==> src/rtl/sseg_mux8.sv <==
`default_nettype none
// ============================================================================
//  Module      : sseg_mux8
//  Description : Eight-digit common-anode 7-segment display multiplexer.
//                Latches the 8-nibble window once per frame into shadow
//                registers, then scans digits 0..7 with a dark lead-in at
//                the start of every slot (anti-ghosting) and a 16-level
//                PWM brightness window. Hex decode, decimal points and
//                per-digit blanking are applied per digit.
//  Ports       :
//     CLK100MHZ   in   1   system clock
//     CPU_RESETN  in   1   asynchronous active-low reset
//     DATA        in   32  digit i = DATA[4i+3:4i]; digit 0 is AN[0]
//     DP          in   8   1 = decimal point of digit i lit
//     EN          in   8   1 = digit i shown, 0 = digit i blank
//     BRIGHT      in   4   duty level, 0 = 1/16 on .. 15 = full on (live)
//     AN          out  8   anode enables, active-low
//     SSEG        out  8   segments, active-low, [0]=a .. [6]=g, [7]=dp
//     FRAME_TICK  out  1   one-cycle pulse after each shadow load
//  Revision    : 1.0  initial release
// ============================================================================
module sseg_mux8 #(
   parameter int DIGIT_TICKS = 100_000,  // clocks per digit slot, > BLANK_TICKS
   parameter int BLANK_TICKS = 1_000     // dark clocks at slot start, >= 1
) (
   input  logic        CLK100MHZ,
   input  logic        CPU_RESETN,
   input  logic [31:0] DATA,
   input  logic [7:0]  DP,
   input  logic [7:0]  EN,
   input  logic [3:0]  BRIGHT,
   output logic [7:0]  AN,
   output logic [7:0]  SSEG,
   output logic        FRAME_TICK
);

   localparam int CW = (DIGIT_TICKS > 1) ? $clog2(DIGIT_TICKS) : 1;

   localparam logic [CW-1:0] c_slot_last  = CW'(DIGIT_TICKS - 1);
   localparam logic [CW-1:0] c_blank_last = CW'(BLANK_TICKS - 1);
   localparam logic [CW-1:0] c_blank_end  = CW'(BLANK_TICKS);

   logic [CW-1:0] r_slot_cnt;
   logic [2:0]    r_digit;
   logic [3:0]    r_pwm_cnt;
   logic [31:0]   r_sh_data;
   logic [7:0]    r_sh_dp;
   logic [7:0]    r_sh_en;
   logic          r_load_pending;
   logic          r_frame_tick;
   logic [7:0]    r_an;
   logic [7:0]    r_sseg;

   logic          w_slot_wrap;
   logic          w_frame_end;
   logic          w_load;
   logic [3:0]    w_nib;
   logic          w_lit;
   logic [6:0]    w_seg;

   assign w_slot_wrap = (r_slot_cnt == c_slot_last);
   assign w_frame_end = w_slot_wrap && (r_digit == 3'd7);
   // The first edge after reset loads unconditionally so the display never
   // waits a whole frame for valid content.
   assign w_load      = r_load_pending || w_frame_end;
   assign w_nib       = r_sh_data[{r_digit, 2'b00} +: 4];

   // PWM counter restarts on the last dark cycle, so the lit window begins
   // with pwm_cnt == 0 on the first active cycle of every slot.
   assign w_lit = (r_slot_cnt >= c_blank_end) && r_sh_en[r_digit] &&
                  (r_pwm_cnt <= BRIGHT);

   // Hex font, bit order g..a, active-low.
   always_comb begin
      w_seg = 7'h7F;
      case (w_nib)
         4'h0: w_seg = 7'h40;
         4'h1: w_seg = 7'h79;
         4'h2: w_seg = 7'h24;
         4'h3: w_seg = 7'h30;
         4'h4: w_seg = 7'h19;
         4'h5: w_seg = 7'h12;
         4'h6: w_seg = 7'h02;
         4'h7: w_seg = 7'h78;
         4'h8: w_seg = 7'h00;
         4'h9: w_seg = 7'h10;
         4'hA: w_seg = 7'h08;
         4'hB: w_seg = 7'h03;
         4'hC: w_seg = 7'h46;
         4'hD: w_seg = 7'h21;
         4'hE: w_seg = 7'h06;
         4'hF: w_seg = 7'h0E;
         default: w_seg = 7'h7F;
      endcase
   end

   always_ff @(posedge CLK100MHZ or negedge CPU_RESETN) begin
      if (!CPU_RESETN) begin
         r_slot_cnt     <= '0;
         r_digit        <= 3'd0;
         r_pwm_cnt      <= 4'd0;
         r_sh_data      <= 32'd0;
         r_sh_dp        <= 8'd0;
         r_sh_en        <= 8'd0;
         r_load_pending <= 1'b1;
         r_frame_tick   <= 1'b0;
         r_an           <= 8'hFF;
         r_sseg         <= 8'hFF;
      end else begin
         if (w_load) begin
            r_sh_data      <= DATA;
            r_sh_dp        <= DP;
            r_sh_en        <= EN;
            r_load_pending <= 1'b0;
         end
         r_frame_tick <= w_load;

         if (w_slot_wrap) begin
            r_slot_cnt <= '0;
            r_digit    <= r_digit + 3'd1;   // 7 wraps to 0
         end else begin
            r_slot_cnt <= r_slot_cnt + 1'b1;
         end

         if (r_slot_cnt == c_blank_last) begin
            r_pwm_cnt <= 4'd0;
         end else begin
            r_pwm_cnt <= r_pwm_cnt + 4'd1;
         end

         // Outputs reflect the counter/shadow state of this cycle.
         if (w_lit) begin
            r_an   <= ~(8'b1 << r_digit);
            r_sseg <= {~r_sh_dp[r_digit], w_seg};
         end else begin
            r_an   <= 8'hFF;
            r_sseg <= 8'hFF;
         end
      end
   end

   assign AN         = r_an;
   assign SSEG       = r_sseg;
   assign FRAME_TICK = r_frame_tick;

endmodule
`default_nettype wire
==> config.mk <==
export PLATFORM = sky130hd
export DESIGN_NAME = sseg_mux8
export DESIGN_NICKNAME = d
export VERILOG_FILES = /design/src/rtl/sseg_mux8.sv
export SDC_FILE = /design/constraint.sdc
export NUM_CORES = 1
export LEC_CHECK = 0
export BUFFER_PORTS_ARGS = -buffer_cell sky130_fd_sc_hd__buf_2
export CAP_MARGIN = 30
export CORE_ASPECT_RATIO = 0.75
export CORE_MARGIN = 2
export CORE_UTILIZATION = 45
export CTS_CLUSTER_SIZE = 12
export DETAILED_ROUTE_END_ITERATION = 12
export PLACE_DENSITY = 0.66
export SYNTH_ARGS = -nofsm -noshare
export SYNTH_HDL_FRONTEND = slang
export SYNTH_SLANG_ARGS = --single-unit
==> constraint.sdc <==
create_clock -name CLK100MHZ -period 6 [get_ports CLK100MHZ]
set_clock_uncertainty 0.05 [all_clocks]
set_input_delay 1.2 -clock CLK100MHZ [delete_from_list [all_inputs] [get_ports CLK100MHZ]]
set_output_delay 1.2 -clock CLK100MHZ [all_outputs]
set_load 0.05 [all_outputs]
==> impl_results.md <==
- Outcome: finished, final reports clean
- Post-synthesis cell area: 4260 um^2
- Die Width: 116 um
- Hpwl dp: 5570 um
- Tightest hold margin: 440 ps
- Num CTS Buffers: 9
- Clk_lat worst skew: 340 ps
- Starting Density: 0.467
- CP max stage cell: dfrtp_1
- Yosys warning count: 0
- Met2 Usage GRT: 0.235
- Setup ws final: 2860 ps
- Seq/Total Area, Yosys: 0.534
- Clock transition at the registers of the reported paths: 60 ps
- CTS tree: done
- GP Congestion: 0.844
- CORE AREA: 9120 um^2
- Area growth from synthesis to layout: 17.4%
- Cell Pwr Density: 264 nW/um^2
- Final instance area: 5000 um^2
- Vias post-DR: 2,619
- Die ar.: 10,300 um^2
- EDFF count, synth: 0
- Setup Fix Bufs, Post-CTS: 0
- DR WL/cell: 15.3 um
- Drt drc: 0
- Drt first-iter violations: 142
- Initial antenna violation count: 0
- Post-Synthesis Cells: 317
- Hold Crit Class: reg2reg
- Synth Register Bits: 90
- CTS Root Cell: clkbuf_16
- CP startpoint kind: register
- H-tree levels: 3
- Top Ports: 71
- Primary FF master, synth: dfrtp_1
- Worst-Margin Slew: 943 ps
- Asr flop ratio synth: 1.00
- Slowest stage delay, CP: 900 ps
- Placed cell areas: 4710 um^2
- GRT busiest layer: met1
- Max_slew headroom: 0.353
- Final setup viols: 0
- Fmax: 318 MHz
- Minimum clock period after layout: 3140 ps
- Placed Cells: 505
- Resized cells post-CTS: 0
- Largest net degree at the start of global routing: 67
- Synthesized area per cell: 13.4 um^2
- Core Rows: 30
- Synth unique cells: 41
- Unrepaired setup endpoints after global routing: no
- Share of layout cells above drive strength 1: 0.448
- Leakage: 2.21 nW
- Worst slack, placed: 2850 ps
- Critical Path RT: 6200 ps
- Global-route wire length before repair: 12,800 um
- Maxcap violations: 0
- Final period utilization: 0.524
- Max-slew violations: 0
- Mapped Nets: 390
- Clk sinks: 90
- Final wirelength: 7950 um
- Worst Path Max Fanout: 15
- Routed Antenna Nets: 0
- CP Data Arrival Time: 3350 ps
- Worst VDD drop: 0.000153 V
- CP Class: reg2reg
- Crit end category: register
- Finished Layout Cells: 521
- Total negative slack: 0 ps
- Congestion Overflow GR: 0
- Crit-path cells: mux4_1 > mux2i_1 > inv_1 > or3b_1 > o211ai_1
- # diodes: 0
- Post-CTS Hold Buffers: 0
- Clock tree buffer depth: 2
- Vias in the first global route: 2,545
- GR Layer Usage met3: 0.0397
- Port buffer count: 70
- Via/cell ratio: 5.03
- Met1 usage: 0.246
- Die H: 88.3 um
- Tot GR Track Use: 0.166
- Drt first pass iters: 4
- Final hold violations: 0
- Total Nets Final: 461
-- layer usage --
metal / up-vias / part of all wire
met5: - / 0
li1: 1260 / -
met3: 8 / 0.051
met2: 71 / 0.43
met4: 0 / 0.012
met1: 1280 / 0.50
-- sequential cells by signal, indices dropped and copies added (netlist names) --
name and cells:
r_slot_cnt 17, AN 8, r_pwm_cnt 4, SSEG 8, r_load_pending 1, r_sh_en 8, r_digit 3, r_sh_dp 8
FRAME_TICK 1, r_sh_data 32
-- cell type report --
cell class / count / area (um^2)
well taps: 128 / 160
multi-input cells: 197 / 1840
clock inverters: 5 / 37.5
clock buffers: 11 / 253
flip-flops and latches: 90 / 2270
inverters: 18 / 67.6
repair buffers: 72 / 368
fillers: 773 / 4120
-- power breakdown --
| group | switching, W | internal, W |
|---|---|---|
| clock | 0.000231 | 0.000305 |
| sequential | 0.0000173 | 0.000641 |
| combinational | 0.0000567 | 0.0000689 |
-- final timing paths --
path	depth (start not counted)	from	to	slack, ps
max	5	r_digit[0]	SSEG[1]	2860
min	1	r_slot_cnt[0]	r_slot_cnt[0]	440
max reg2reg	5	r_digit[0]	SSEG[1]	2860
min reg2reg	1	r_slot_cnt[0]	r_slot_cnt[0]	440
max in group asynchronous	2	CPU_RESETN	r_sh_data[22]	4090
min in group asynchronous	1	CPU_RESETN	r_sh_data[14]	700
-- cell families after synthesis --
kind of cell	after synthesis	share of synthesized area
mux	68	0.219
other cells	1	0.000880
flops	90	0.534
compound gates	18	0.0303
xor+xnor	18	0.0370
fa+ha+maj	19	0.0558
simple gates	73	0.0870
buf+inv	30	0.0358
-- Yosys cell counts, drive strengths merged, types with 3 or more instances --
cell type,n,area share
a21oi,6,0.0088
and3,3,0.0044
buf,11,0.019
dfrtp,73,0.43
dfstp,17,0.10
ha,19,0.056
inv,18,0.016
mux2,50,0.14
mux2i,6,0.015
mux4,12,0.064
nand2,18,0.016
nand3,16,0.019
nand4,5,0.0073
nor2,15,0.014
nor2b,3,0.0044
nor3,3,0.0035
o211ai,5,0.0088
o21ai,3,0.0035
xnor2,12,0.025
xor2,6,0.012
-- through the flow --
stage / util / total power, W
2_1_floorplan: - / 0.000747
3_3_place_gp: 0.516 / 0.000791
3_5_place_dp: 0.516 / 0.000795
4_1_cts: 0.548 / 0.00134
5_1_grt: 0.548 / 0.00138
6_report: 0.548 / 0.00132
-- cell usage in the layout, fill, tap and decap left out, types with 2 or more instances in the layout --
cell type / synthesis / layout
clkinvlp_4: 0 / 2
xnor2_1: 12 / 12
nand4_1: 5 / 5
nor2_2: 2 / 2
buf_4: 3 / 3
dfrtp_1: 73 / 73
nor2b_1: 3 / 3
nor3_1: 3 / 3
nor2_1: 13 / 13
and3_1: 3 / 3
o211ai_1: 5 / 5
nand2_1: 18 / 18
clkbuf_8: 0 / 2
inv_1: 17 / 17
mux2_2: 41 / 41
and4_1: 2 / 2
nand3_1: 16 / 16
ha_1: 19 / 19
mux2i_1: 5 / 5
a21oi_1: 4 / 4
mux4_2: 11 / 11
buf_2: 5 / 69
or2_2: 2 / 2
mux2_4: 9 / 9
nor4_1: 2 / 2
dfstp_2: 17 / 17
o21ai_0: 3 / 3
xor2_1: 6 / 6
clkbuf_16: 0 / 9
-- worst max-delay path: cells and delay by family, from the launching register on --
family                 cells  cell delay, ps
AOI/OAI and AO/OA          1             100
buffers and inverters      1             200
DFF                        1             900
muxes                      2            1400
and+or+nand+nor            1             410
Power figures use the tool's default switching activity.
